<file path="src/rtl/stack_ctrl.sv">
// -----------------------------------------------------------------------------
// stack_ctrl -- PUSH/POP sequencer for the 16-bit stack pointer register.
//
// The stack is empty-descending: PUSH writes mem[SP] and then pulses sp_dec.
// POP reads mem[SP+1] and then pulses sp_inc. Each operation is one memory
// request on a req/ack port. The request is aborted if mem_ack does not
// arrive within WAIT_MAX cycles.
//
// Optional feature macro: STACK_CTRL_BOUNDS_EN
//   When it is defined, the STACK_TOP and STACK_LIMIT parameters and the
//   fault_ovf output are added. Out-of-range requests fault at accept.
//   When it is undefined, only a timeout can set err.
//
// Handshakes (the only protocol rules in this block):
//   * Caller side: req/op/push_data are sampled only in IDLE. The posedge
//     with req=1 in IDLE is the accept. A req seen while busy is dropped,
//     not queued, so the caller must re-assert it.
//   * Memory side: mem_we/mem_re act as "valid" and mem_ack acts as
//     "ready". A request stays asserted with stable mem_addr and mem_wdata
//     until the cycle in which mem_ack=1 is sampled, or until the timeout.
//     mem_rdata is taken in the mem_ack cycle. mem_ack is ignored in every
//     other state.
//
// Ports:
//   clk        in   system clock, all state on posedge
//   rst        in   asynchronous active-low reset
//   req, op    in   request / 0=PUSH 1=POP
//   push_data  in   PUSH data, captured at accept
//   busy       out  high from accept+1 through the done cycle
//   done, err  out  one-cycle completion pulse / error flag (valid with done)
//   pop_data   out  last successful POP result
//   sp_val     in   current SP value
//   sp_inc     out  one-cycle SP increment strobe (POP success)
//   sp_dec     out  one-cycle SP decrement strobe (PUSH success)
//   mem_*           stack memory request port
//   fault_ovf  out  sticky PUSH bounds fault (only with STACK_CTRL_BOUNDS_EN)
//   state_dbg  out  current FSM state (0 IDLE, 1 PUSH_WR, 2 POP_RD, 3 FIN)
// -----------------------------------------------------------------------------
module stack_ctrl #(
  parameter int unsigned WAIT_MAX = 16
`ifdef STACK_CTRL_BOUNDS_EN
  ,
  parameter logic [15:0] STACK_TOP   = 16'hFFFF,
  parameter logic [15:0] STACK_LIMIT = 16'hF000
`endif
) (
  input  logic        clk,
  input  logic        rst,
  input  logic        req,
  input  logic        op,
  input  logic [15:0] push_data,
  output logic        busy,
  output logic        done,
  output logic        err,
  output logic [15:0] pop_data,
  input  logic [15:0] sp_val,
  output logic        sp_inc,
  output logic        sp_dec,
  output logic [15:0] mem_addr,
  output logic [15:0] mem_wdata,
  output logic        mem_we,
  output logic        mem_re,
  input  logic [15:0] mem_rdata,
  input  logic        mem_ack,
`ifdef STACK_CTRL_BOUNDS_EN
  output logic        fault_ovf,
`endif
  output logic [1:0]  state_dbg
);

  typedef enum logic [1:0] {
    IDLE    = 2'd0,
    PUSH_WR = 2'd1,
    POP_RD  = 2'd2,
    FIN     = 2'd3
  } state_t;

  // Timeout is taken when the counter already shows WAIT_MAX-1 non-ack
  // cycles and the current cycle also has no ack. The request is therefore
  // held for exactly WAIT_MAX cycles.
  localparam logic [7:0] WAIT_LAST = 8'(WAIT_MAX - 1);

  state_t      state_q, state_d;
  logic        busy_q, busy_d;
  logic        done_q, done_d;
  logic        err_q, err_d;
  logic [15:0] pop_data_q, pop_data_d;
  logic        sp_inc_q, sp_inc_d;
  logic        sp_dec_q, sp_dec_d;
  logic [15:0] mem_addr_q, mem_addr_d;
  logic [15:0] mem_wdata_q, mem_wdata_d;
  logic        mem_we_q, mem_we_d;
  logic        mem_re_q, mem_re_d;
  logic [7:0]  cnt_q, cnt_d;
  logic        bound_fault;
`ifdef STACK_CTRL_BOUNDS_EN
  logic        fault_ovf_q, fault_ovf_d;
`endif

  // Bounds check on the live sp_val at accept. A POP reads SP+1, so SP at
  // or above the top would read past the stack.
`ifdef STACK_CTRL_BOUNDS_EN
  assign bound_fault = op ? (sp_val >= STACK_TOP) : (sp_val < STACK_LIMIT);
`else
  assign bound_fault = 1'b0;
`endif

  always_comb begin
    state_d     = state_q;
    busy_d      = busy_q;
    done_d      = 1'b0;
    err_d       = 1'b0;
    pop_data_d  = pop_data_q;
    sp_inc_d    = 1'b0;
    sp_dec_d    = 1'b0;
    mem_addr_d  = mem_addr_q;
    mem_wdata_d = mem_wdata_q;
    mem_we_d    = mem_we_q;
    mem_re_d    = mem_re_q;
    cnt_d       = cnt_q;
`ifdef STACK_CTRL_BOUNDS_EN
    fault_ovf_d = fault_ovf_q;
`endif

    unique case (state_q)
      IDLE: begin
        if (req) begin
          busy_d      = 1'b1;
          cnt_d       = 8'd0;
          mem_wdata_d = push_data;
          // POP address wraps naturally: SP=FFFF reads 0000.
          mem_addr_d  = op ? (sp_val + 16'd1) : sp_val;
          if (bound_fault) begin
            state_d = FIN;
            done_d  = 1'b1;
            err_d   = 1'b1;
`ifdef STACK_CTRL_BOUNDS_EN
            if (!op) fault_ovf_d = 1'b1;
`endif
          end else if (op) begin
            state_d  = POP_RD;
            mem_re_d = 1'b1;
          end else begin
            state_d  = PUSH_WR;
            mem_we_d = 1'b1;
          end
        end
      end

      PUSH_WR, POP_RD: begin
        if (mem_ack) begin
          mem_we_d = 1'b0;
          mem_re_d = 1'b0;
          state_d  = FIN;
          done_d   = 1'b1;
          if (state_q == POP_RD) begin
            sp_inc_d   = 1'b1;
            pop_data_d = mem_rdata;
          end else begin
            sp_dec_d = 1'b1;
          end
        end else if (cnt_q == WAIT_LAST) begin
          mem_we_d = 1'b0;
          mem_re_d = 1'b0;
          state_d  = FIN;
          done_d   = 1'b1;
          err_d    = 1'b1;
        end else begin
          cnt_d = cnt_q + 8'd1;
        end
      end

      FIN: begin
        state_d = IDLE;
        busy_d  = 1'b0;
      end

      default: state_d = IDLE;
    endcase
  end

  always_ff @(posedge clk or negedge rst) begin
    if (!rst) begin
      state_q     <= IDLE;
      busy_q      <= 1'b0;
      done_q      <= 1'b0;
      err_q       <= 1'b0;
      pop_data_q  <= 16'd0;
      sp_inc_q    <= 1'b0;
      sp_dec_q    <= 1'b0;
      mem_addr_q  <= 16'd0;
      mem_wdata_q <= 16'd0;
      mem_we_q    <= 1'b0;
      mem_re_q    <= 1'b0;
      cnt_q       <= 8'd0;
`ifdef STACK_CTRL_BOUNDS_EN
      fault_ovf_q <= 1'b0;
`endif
    end else begin
      state_q     <= state_d;
      busy_q      <= busy_d;
      done_q      <= done_d;
      err_q       <= err_d;
      pop_data_q  <= pop_data_d;
      sp_inc_q    <= sp_inc_d;
      sp_dec_q    <= sp_dec_d;
      mem_addr_q  <= mem_addr_d;
      mem_wdata_q <= mem_wdata_d;
      mem_we_q    <= mem_we_d;
      mem_re_q    <= mem_re_d;
      cnt_q       <= cnt_d;
`ifdef STACK_CTRL_BOUNDS_EN
      fault_ovf_q <= fault_ovf_d;
`endif
    end
  end

  assign busy      = busy_q;
  assign done      = done_q;
  assign err       = err_q;
  assign pop_data  = pop_data_q;
  assign sp_inc    = sp_inc_q;
  assign sp_dec    = sp_dec_q;
  assign mem_addr  = mem_addr_q;
  assign mem_wdata = mem_wdata_q;
  assign mem_we    = mem_we_q;
  assign mem_re    = mem_re_q;
  assign state_dbg = state_q;
`ifdef STACK_CTRL_BOUNDS_EN
  assign fault_ovf = fault_ovf_q;
`endif

endmodule
</file>
<file path="config.mk">
export PLATFORM = sky130hd
export DESIGN_NAME = stack_ctrl
export DESIGN_NICKNAME = d
export VERILOG_FILES = /design/src/rtl/stack_ctrl.sv
export SDC_FILE = /design/constraint.sdc
export NUM_CORES = 1
export LEC_CHECK = 0
export BUFFER_PORTS_ARGS = -buffer_cell sky130_fd_sc_hd__buf_2
export CORE_ASPECT_RATIO = 0.9
export CORE_UTILIZATION = 49
export CTS_BUF_LIST = sky130_fd_sc_hd__clkbuf_16
export DETAILED_ROUTE_END_ITERATION = 7
export PLACE_DENSITY_LB_ADDON = 0.05
export SLEW_MARGIN = 25
export SYNTH_ARGS = -nofsm -noshare
export SYNTH_HDL_FRONTEND = slang
export SYNTH_SLANG_ARGS = --single-unit
export TNS_END_PERCENT = 50
</file>
<file path="constraint.sdc">
create_clock -name clk -period 2 [get_ports clk]
set_input_delay 0.1 -clock clk [delete_from_list [all_inputs] [get_ports clk]]
set_output_delay 0.1 -clock clk [all_outputs]
set_load 0.05 [all_outputs]
</file>
# Yosys cells after proc, flatten, opt, wreduce, memory -nomap -nowiden
# Index checks and enable logic that the tools add are counted.
# W data, S select, Z words.
# op_classes
add_sub_neg,2
n_eq_ne,10
mux,31
n_reduce_logical,11
# ops
operator,n
$mux W8,3
$mux W1,18
$add A16 B1 Y16 const B,1
$mux W16,1
$pmux W8 S2,1
$reduce_and A4 Y1,3
$ne A2 B2 Y1 const B,5
$add A8 B1 Y8 const B,1
$eq A8 B4 Y1 const B,1
$mux W2,4
$pmux W1 S2,3
$pmux W2 S3,1
$reduce_and A2 Y1,3
$eq A2 B2 Y1 const B,2
$reduce_bool A2 Y1,2
$ne A3 B3 Y1 const B,1
$reduce_and A3 Y1,1
$eq A2 B1 Y1 const B,1
$logic_not A2 Y1,1
$reduce_or A2 Y1,1
# word_totals
register_bits,65
output_inout_bits,57
word_cells,66

# Logic depth before layout (Yosys ltp)
# Gate-level depths: netlist of the first run.
# depth
depth_word,4
depth_mapped,8
depth_no_buf,6

# Worst setup path after synthesis of the first run
# Ideal clock, no wire load.
# synth_path
path_type,reg-to-reg
start,"register state_q[0], in the netlist state_dbg[0]"
end,register cnt_q[3]
setup_time_ns,0.077
arrival_ns,2.066
t_required_ns,1.923
slack_ns,-0.144
stages_incl_launch_ff,8
path_buffers,1
period_less_slack_ns,2.144
path_cell_list,dfrtp_1 -> inv_1 -> ha_1 -> buf_2 -> nand4_1 -> o211ai_4 -> or3_2 -> a21oi_1
# synth_via
elab_chain_len,4
# synth_rtl
item,line_no,source
"start, declared",83,"state_t state_q, state_d;"
"start signal, assigned",200,state_q <= state_d;
$eq A2 B2 Y1 / $eq A2 B1 Y1 (equally long branches),125,unique case (state_q)
$reduce_or A2 Y1,125,
$ne A2 B2 Y1 (no line) / $reduce_bool A2 Y1 (equally long branches),-,
$reduce_and A4 Y1 (no line),-,
"end signal, assigned",211,cnt_q <= cnt_d;
"end, declared",94,"logic [7:0] cnt_q, cnt_d;"
# Parallel ways exist; a longest one is shown, timed or not.
# A chain may end at the register's enable or synchronous reset.

# Final worst setup path of the first run
# layout_path
start,"register state_q[0], in the netlist state_dbg[0]"
end,register cnt_q[4]
# The elaborated chain is that of the path after synthesis.

==> impl_results.md, run 1 <==
* Worst hold stages at 2
* Final Hold Vio Count at 0
* Cts bufs inserted at 9
* Clk_lat worst skew at roughly 320 ps
* Outcome: finished clean
* Hold_sp: push_data[14]
* Drt wl/cell at roughly 14 um
* Peak VDD IR at about 1300 uV
* TNS Setup at 0 ps
* Vias in the first global route at between 2000 and 2500
* Gpl congestion at between 0.7 and 0.8
* Yosys warning count at 0
* Layout area overhead at 33.6%
* IO Port Bufs at between 100 and 150
* Die Footprint at around 0.0063 mm2
* Setup CP Type: flop to flop
* Height of the die at ~75 um
* Die Span X at between 80 and 90 um
* Crit path launch type: flop
* Top cell type's share of synthesized area at between 50% and 60%
* Inserted Diodes at 0
* Post-DP HPWL at ~4.5 mm
* Clock sink total at between 60 and 70
* Vias per inst at between 5 and 6
* Floorplan row count at 26
* Worst setup margin at approximately 100 ps
* Iteration-0 DRC Markers at 76
* Residual DRC at 0
* CTS root buffer: clkbuf_16
* Clk slew on worst S/H paths at ~60 ps
* WHS Endpoint: mem_wdata[14]
* Largest net degree at the start of global routing at 29
* Maximum clock path buffer count at 2
* Final core occ at 68.6%
* Worst clock skew at a little under 5 ps
* Unrepaired setup endpoints after global routing: false
* Drt total wl at between 6 and 7 mm
* Crit path cell chain: inv_1 > ha_2 > mux2_4 > nand3_1 > or3_2 > a21oi_1
* Vias at 2312
* Post-synth top area cell: dfrtp_1
* Internal at ~4000 uW
* Kind of end point of the critical path: flop
* Place WS at roughly 23 ps
* Slowest stage cell, crit path: or3_2
* Sw Ratio at a little under half
* #FFs+latches synth at 65
* First-pass GRT wire length at a little over 10 mm
* Initial antenna violation count at 0
* Slowest stage delay, CP at 440 ps
* Slack of the worst reg-to-reg path at about 100 ps
* Max Cap Violations at 0
* Buffers inserted by post-CTS timing repair at 0
* Final nets at approximately 430
* Worst setup path start: state_dbg[0]
* R2r startpoint: state_dbg[0]
* Register area share after synthesis at 55.3%
* Psw at roughly 3600 uW
* Most frequent cells in the layout: 109 x buf_2, 63 x dfrtp_1, 32 x mux2_2
* Fin. max-slew vios at 0
* Worst-path fanout max at 8
* Worst reg-to-reg path cell count at 6
* Register share of total power at approximately 28%
* Worst-margin pin slew at between 600 and 700 ps
* Setup Viol. Count Final at 0
* Worst hold path class: primary input to flop
* H-tree depth at 3
* Fin crit share at between 90% and 100%
* Fillers at ~460
* Mean Syn Cell Area at roughly 12 um2
* Area of the mapped netlist at 0.00294 mm2
* Initial Utilization at between 50% and 60%
* Placed inst area at 0.00360 mm2
* Post-route ant nets at 0
* Syn Inst Count at 255
* Layout cell share with drive strength beyond 1 at between 40% and 50%
* Static Leakage at approximately 0.0019 uW
* Mapped Nets at about 310
* Hold slack at slightly below 7 ps
* CP arrival at between 2000 and 2500 ps
* R2R Path End: cnt_q[4]
* Gate power share at roughly half
* GR Util All Layers at about a fifth
* CTS tree: done
* Power per cell area at between 1500 and 2000 mW/mm2
* FMAX at about 530 MHz
* Router iterations before antenna repair at 4
* Min Tclk post-route at ~1900 ps
* Area contributors post-synth: dfrtp_1 55%, mux2_2 12%, o21ai_0 3.9%
* Commonest non-fill, non-tap cell in the layout: buf_2
* Core Box Area at between 0.005 and 0.006 mm2
* Required time of the critical path at roughly 2200 ps
* Final Instance Area at 0.00393 mm2
* Max_slew headroom at 56.9%
* Library cells used by synthesis at 34
* Total grt overflow at 0
* Clock Power Share at roughly 20%
* IO Pins at 110
[stage by stage]
stage / total power (uW) / cells
final: 7600 / 451
after global routing: 8000 / 451
after CTS: 7650 / 450
after detailed placement: 6110 / 432
after global placement: 6020 / 432
after floorplan: 5150 / 255
[registers in the layout, indices dropped and copies added (netlist names)]
signal and flops:
busy 1, cnt_q 8, done 1, err 1, mem_addr 16, mem_re 1, mem_wdata 16, mem_we 1
pop_data 16, sp_dec 1, sp_inc 1, state_dbg 2
[power groups by stage]
stage | logic, uW | registers, uW | clock network [uW]
finish | 3910 | 2170 | 1520
global route | 4140 | 2250 | 1610
CTS | 3930 | 2170 | 1550
detailed placement | 3920 | 2190 | 0
global placement | 3860 | 2160 | 0
floorplan | 1090 | 4060 | 0
[worst max path at each step]
| stage | to | slack [ps] | depth (start not counted) |
|---|---|---|---|
| global route | cnt_q[6] | 4 | 6 |
| global placement | cnt_q[5] | 120 | 6 |
| finish | cnt_q[4] | 100 | 6 |
| detailed placement | cnt_q[4] | 20 | 6 |
| CTS | cnt_q[4] | 20 | 6 |
| floorplan | cnt_q[3] | 10 | 7 |
[per-layer routing]
metal | global-route usage, % | routed length (um) | share of wire (%) | vias up
li1 | - | - | - | 1157
met1 | 26.8 | 2880 | 46 | 1070
met2 | 33.5 | 2840 | 46 | 80
met3 | 8.34 | 441 | 7.1 | 5
met4 | 6.59 | 57 | 0.92 | 0
met5 | 0 | 0 | 0 | -
[synth_stat cells (all sizes together)]
cell / number
inv: 11
o211ai: 1
o31ai: 2
nand2b: 1
nand2: 27
nor3: 3
o22a: 4
a31oi: 3
xnor2: 12
or3: 4
or4: 4
mux2: 33
ha: 5
mux2i: 1
clkbuf: 3
buf: 6
a21oi: 7
a32o: 1
nand3: 7
dfrtp: 65
nor2: 7
nor2b: 1
o21ai: 26
a21boi: 4
and2: 1
xor2: 3
nand4: 7
nor4: 6
[critical path, delay by kind of cell (launching register included)]
family / cells / cell delay [ps]
mux: 1 / 210
compound gates: 1 / 170
fa+ha+maj: 1 / 390
flops: 1 / 390
buf+inv: 1 / 70
simple gates: 2 / 590
[layout make-up]
type | instances | area (um2) | area share [%]
multi-input cells | 170 | 1220 | 31.1
clock buffers | 9 | 225 | 5.73
flip-flops and latches | 65 | 1630 | 41.5
repair buffers | 119 | 653 | 16.6
clock inverters | 7 | 70.1 | 1.78
well taps | 70 | 87.6 | 2.23
inverters | 11 | 41.3 | 1.05
[what timing repair did]
action,in CTS,in global routing
gates resized for setup,0,1
endpoints found under the hold margin,26,1
setup endpoints to repair,0,6
hold buffers,2,1
[logic make-up after synthesis]
kind of cell / after synthesis / synth area share, %
AOI/OAI and AO/OA: 48 / 10.0
adders and majority gates: 5 / 2.13
buffers and inverters: 20 / 3.32
muxes: 34 / 13.1
and+or+nand+nor: 68 / 11.6
xor gates and xnor gates: 15 / 4.47
DFF: 65 / 55.3
No activity file was read; power rests on OpenSTA's default activity.
==> inputs of run 2 (changes only) <==
- ABC_CLOCK_PERIOD_IN_PS: not set -> 2000
- CELL_PAD_IN_SITES_DETAIL_PLACEMENT: not set -> 1
- CELL_PAD_IN_SITES_GLOBAL_PLACEMENT: not set -> 1
- CORE_UTILIZATION: 49 -> 29
==> run 2 against run 1 <==
Effect of this change: hold slack better by 4.5 ps; sequential share of layout area down 2.4 points; design area up 6.1%; highest routed layer unchanged; sequential power about the same; first-iteration DRC count shrank 1.3%; clock power rose by 11%.
==> impl_results.md, run 2 (synthesized netlist as in run 1, its figures left out) <==
* Cts bufs inserted at 9
* Clk_lat worst skew at around 320 ps
* Fillers at between 1000 and 1500
* Setup CP Type: flop to flop
* R2R Path End: cnt_q[3]
* Drt total wl at 7.42 mm
* CP Capture Point: cnt_q[3]
* Fin crit share at 89.7%
* Layout area overhead at 41.7%
* Iteration-0 DRC Markers at between 70 and 80
* Floorplan row count at 34
* Gpl congestion at 0.723
* Worst reg-to-reg path cell count at 6
* Drt wl/cell at 14.2 um
* Buffers inserted by post-CTS timing repair at 0
* FMAX at roughly 560 MHz
* Die Span X at roughly 110 um
* Most frequent cells in the layout: 109 x buf_2, 63 x dfrtp_1, 32 x mux2_2
* Worst-path fanout max at 8
* Clk slew on worst S/H paths at roughly 60 ps
* Required time of the critical path at 2250 ps
* Outcome: finished clean
* CTS tree: done
* Initial Utilization at between 30% and 40%
* Placed cells at 490
* Clock sink total at 65
* Power per cell area at 1890 mW/mm2
* Worst-margin pin slew at 572 ps
* Router iterations before antenna repair at 4
* Vias in the first global route at between 2000 and 2500
* Height of the die at between 90 and 100 um
* Unrepaired setup endpoints after global routing: false
* Commonest non-fill, non-tap cell in the layout: buf_2
* Core Box Area at roughly 0.0097 mm2
* H-tree depth at 3
* Inserted Diodes at 0
* Initial antenna violation count at 0
* Max_slew headroom at 61.9%
* Setup Viol. Count Final at 0
* Post-route ant nets at 0
* Critical path depth in cells at 6
* CTS root buffer: clkbuf_16
* TNS Setup at 0 ps
* Slowest stage delay, CP at 460 ps
* Layout cell share with drive strength beyond 1 at about 45%
* Largest net degree at the start of global routing at between 40 and 50
* Kind of end point of the critical path: flop
* Residual DRC at 0
* First-pass GRT wire length at around 12 mm
* Vias at 2422
* Buf/Inv on CP at 1
* Crit path launch type: flop
* CP arrival at 2040 ps
* Final nets at 448
* Slack of the worst reg-to-reg path at 210 ps
* Area of the multi-input gates at about 0.0012 mm2
* Min Tclk post-route at 1790 ps
* Critical path's top delay family: simple AND/OR/NAND/NOR gates
* GR Util All Layers at between 10% and 20%
* Die Footprint at between 0.01 and 0.015 mm2
* Placed inst area at about 0.0037 mm2
* Fin. max-slew vios at 0
* Total grt overflow at 0
* Slowest stage cell, crit path: or3_2
* R2r startpoint: state_dbg[0]
* Fin cells at roughly 520
* Worst hold path class: primary input to flop
* FF+latch area at between 0.0015 and 0.002 mm2
* Final Instance Area at around 0.0042 mm2
* IO Pins at 110
* Worst setup path start: state_dbg[0]
* Peak VDD IR at approximately 840 uV
* Vias per inst at about 4.6
* IO Port Bufs at approximately 110
* Worst clock skew at about 6 ps
* Max Cap Violations at 0
* Static Leakage at between 0.0015 and 0.002 uW
* Crit path cell chain: inv_1 > ha_4 > mux2_4 > o211ai_4 > or3_2 > a21oi_1
* Post-DP HPWL at approximately 5.4 mm
* Final Hold Vio Count at 0
* Maximum clock path buffer count at 2
[run 2: changes by cell type in the layout (fill, tap and decap cells not counted), sizes merged]
| cell | change |
|---|---|
| bufinv | +1 |
| clkinvlp | -1 |
| dlygate4sd3 | +12 |
| buf | +2 |
[run 2: through the flow]
step | hold WS (ps) | power [uW] | utilization, % | setup slack [ps]
4_1_cts | 0.0839 | 7950 | 42.5 | 57.2
5_1_grt | 1.80 | 8340 | 42.8 | 61.1
2_1_floorplan | -196 | 5150 | - | 11.4
6_report | 11.3 | 7880 | 42.8 | 206
3_3_place_gp | 135 | 6130 | 37.8 | 156
3_5_place_dp | 133 | 6190 | 37.8 | 80.2
[run 2: worst min-delay path by stage]
stage                   end  cells after the start          from  slack (ps)
4_1_cts         pop_data[4]                      2  mem_rdata[4]        0.08
6_report        pop_data[2]                      2  mem_rdata[2]          10
2_1_floorplan          busy                      0           rst        -200
3_5_place_dp    pop_data[3]                      1           rst         130
5_1_grt        mem_wdata[7]                      2  push_data[7]           2
3_3_place_gp    pop_data[3]                      1           rst         130
[run 2: power by group]
part           leakage, uW  internal (uW)  switching (uW)
sequential        0.000806           1880             281
combinational      0.00102           1180            2850
clock             0.000153           1090             600
[run 2: worst reg2reg max path: cells and delay by family (launching register included)]
kind                       cells  cell delay [ps]
AOI/OAI and AO/OA              2              270
and+or+nand+nor                1              460
DFF                            1              380
buffers and inverters          1               90
adders and majority gates      1              320
muxes                          1              200
[run 2: layer usage]
layer	up-vias	share of wire, %	global-route usage (%)
met5	-	0	0
met4	0	0.92	4.74
met3	7	7.4	4.96
met2	83	44	22.0
met1	1157	48	20.5
li1	1175	-	-
[run 2: final cells by class]
cell class                 count  share of cell area [%]
sequential                    65                    39.1
multi-input combinational    170                    29.5
timing repair buffer         133                    18.9
clock buffer                   9                    5.41
tap                          126                    3.78
clock inverter                 7                    2.25
inverter                      11                   0.991
[run 2: timing repair]
item,in CTS,in global routing
endpoints found under the hold margin,35,1
endpoints found under the setup margin,0,6
hold buffers,14,1
gates resized for setup,0,2
==> inputs of run 3 (changes only) <==
- CORE_ASPECT_RATIO: 0.9 -> 0.8
- GPL_TIMING_DRIVEN: not set -> 1
==> run 3 against run 2 <==
Effect of this change: clock-buffer cell count stayed put; die area about the same; critical path depth is the same; maximum frequency decreased by 0.34%; cell count grew 4.0%; combinational power about the same; first-iteration DRC count increased by 32%; non-clock buffer count rose by 11; sequential power about the same; setup slack worse by 6.1 ps; power is 2.3% lower; clock skew shrank 2.3 ps; largest power group unchanged.
==> impl_results.md, run 3 (synthesized netlist as in run 1, its figures left out) <==
* Setup Viol. Count Final at 0
* Layout area overhead at 45.4%
* Vias at around 2500
* Gate power share at between 50 and 60%
* Initial antenna violation count at 0
* Final nets at around 460
* Worst-margin pin slew at about 840 ps
* TNS Setup at 0 ps
* Gpl congestion at 0.735
* Drt wl/cell at 14.1 um
* Fin. max-slew vios at 0
* Clk_lat worst skew at about 320 ps
* Final Hold Vio Count at 0
* FF+latch area at 0.00163 mm2
* Fillers at approximately 1100
* H-tree depth at 3
* Clock sink total at 65
* CTS root buffer: clkbuf_16
* Post-route ant nets at 0
* Die Span X at approximately 110 um
* Max Cap Violations at 0
* First-pass GRT wire length at 12.7 mm
* Area of the multi-input gates at between 0.001 and 0.0015 mm2
* Most frequent cells in the layout: 109 x buf_2, 63 x dfrtp_1, 32 x mux2_2
* Clock Power Share at between 10% and 20%
* IO Port Bufs at between 100 and 150
* Required time of the critical path at 2250 ps
* Vias per inst at between 4 and 5
* IO Pins at 110
* Worst setup margin at between 200 and 250 ps
* Iteration-0 DRC Markers at a little under 100
* Slack of the worst reg-to-reg path at between 200 and 250 ps
* FMAX at roughly 560 MHz
* Core Box Area at a little under 0.01 mm2
* Router iterations before antenna repair at 4
* Kind of end point of the critical path: flop
* Placed cells at 498
* Maximum clock path buffer count at 2
* Buffers inserted by post-CTS timing repair at 0
* Hold slack at between 10 and 15 ps
* Unrepaired setup endpoints after global routing: false
* Static Leakage at about 0.0020 uW
* Peak VDD IR at 813 uV
* Place WS at 97.7 ps
* Cts bufs inserted at 9
* Layout cell share with drive strength beyond 1 at roughly 43%
* Worst clock skew at between 3 and 4 ps
* Largest net degree at the start of global routing at 48
* Worst hold path class: primary input to flop
* GR Util All Layers at between 15 and 20%
* Fin crit share at approximately nine tenths
* Post-DP HPWL at ~5.4 mm
* CP arrival at 2050 ps
* Die Footprint at ~0.011 mm2
* Outcome: finished clean
* Initial Utilization at a little under a third
* Residual DRC at 0
* Height of the die at about 92 um
* Total grt overflow at 0
* Power per cell area at ~1800 mW/mm2
* Internal at around 4000 uW
* Register share of total power at about 28%
* Floorplan row count at 32
* Crit path launch type: flop
* Worst-path fanout max at 10
* Max_slew headroom at between 40% and 50%
* Vias in the first global route at approximately 2500
* Psw at 3700 uW
* Sw Ratio at 48.0%
* Inserted Diodes at 0
* Commonest non-fill, non-tap cell in the layout: buf_2
* Setup CP Type: flop to flop
* Min Tclk post-route at approximately 1800 ps
* Fin cells at approximately 540
* CTS tree: done
* Clk slew on worst S/H paths at about 50 ps
* Drt total wl at 7.62 mm
## run 3: worst paths after layout
kind | cells after the start | from | endpoint
setup / recovery | 6 | state_dbg[0] | cnt_q[5]
hold / removal | 2 | push_data[1] | mem_wdata[1]
setup reg to reg | 6 | state_dbg[0] | cnt_q[5]
hold reg to reg | 2 | mem_addr[7] | mem_addr[7]
max in group asynchronous | 3 | rst | pop_data[8]
min in group asynchronous | 2 | rst | pop_data[2]
## run 3: final cells by class
cell class | instances | share of cell area (%)
inverters | 11 | 0.965
flip-flops and latches | 65 | 38.1
repair buffers | 144 | 21.4
clock buffers | 9 | 5.27
clock inverters | 7 | 1.49
multi-input cells | 170 | 28.8
well taps | 136 | 3.98
## run 3: through the flow
stage                     power, uW  area (um2)  util [%]
after floorplan                5150        2940         -
after global placement         6110        3690      38.0
after detailed placement       6160        3690      38.0
after CTS                      7770        4260      43.8
after global routing           8160        4280      44.0
final                          7700        4280      44.0
## run 3: repair_timing
item / in CTS / in global routing
endpoints found under the hold margin: 58 / 0
setup endpoints to repair: 0 / 6
hold buffers: 28 / 0
gates resized for setup: 0 / 2
## run 3: power groups by stage
stage / sequential, uW / clock, uW / combinational, uW
4_1_cts: 2170 / 1580 / 4020
3_5_place_dp: 2190 / 0 / 3970
5_1_grt: 2240 / 1630 / 4290
3_3_place_gp: 2160 / 0 / 3950
2_1_floorplan: 4060 / 0 / 1090
6_report: 2170 / 1510 / 4030
## run 3: worst max-delay path: stages, from the launching register on
cell and delay (ps):
dfrtp_2 380, inv_1 90, ha_4 310, mux2_4 200, o211ai_4 140, or3_2 470, a21oi_1 140
## run 3: layer usage
| layer | GRT usage (%) | part of all wire, % | up-vias |
|---|---|---|---|
| met3 | 6.01 | 7.6 | 11 |
| li1 | - | - | 1201 |
| met4 | 6.93 | 1.8 | 0 |
| met2 | 22.2 | 41 | 94 |
| met1 | 21.8 | 49 | 1149 |
| met5 | 0 | 0 | - |
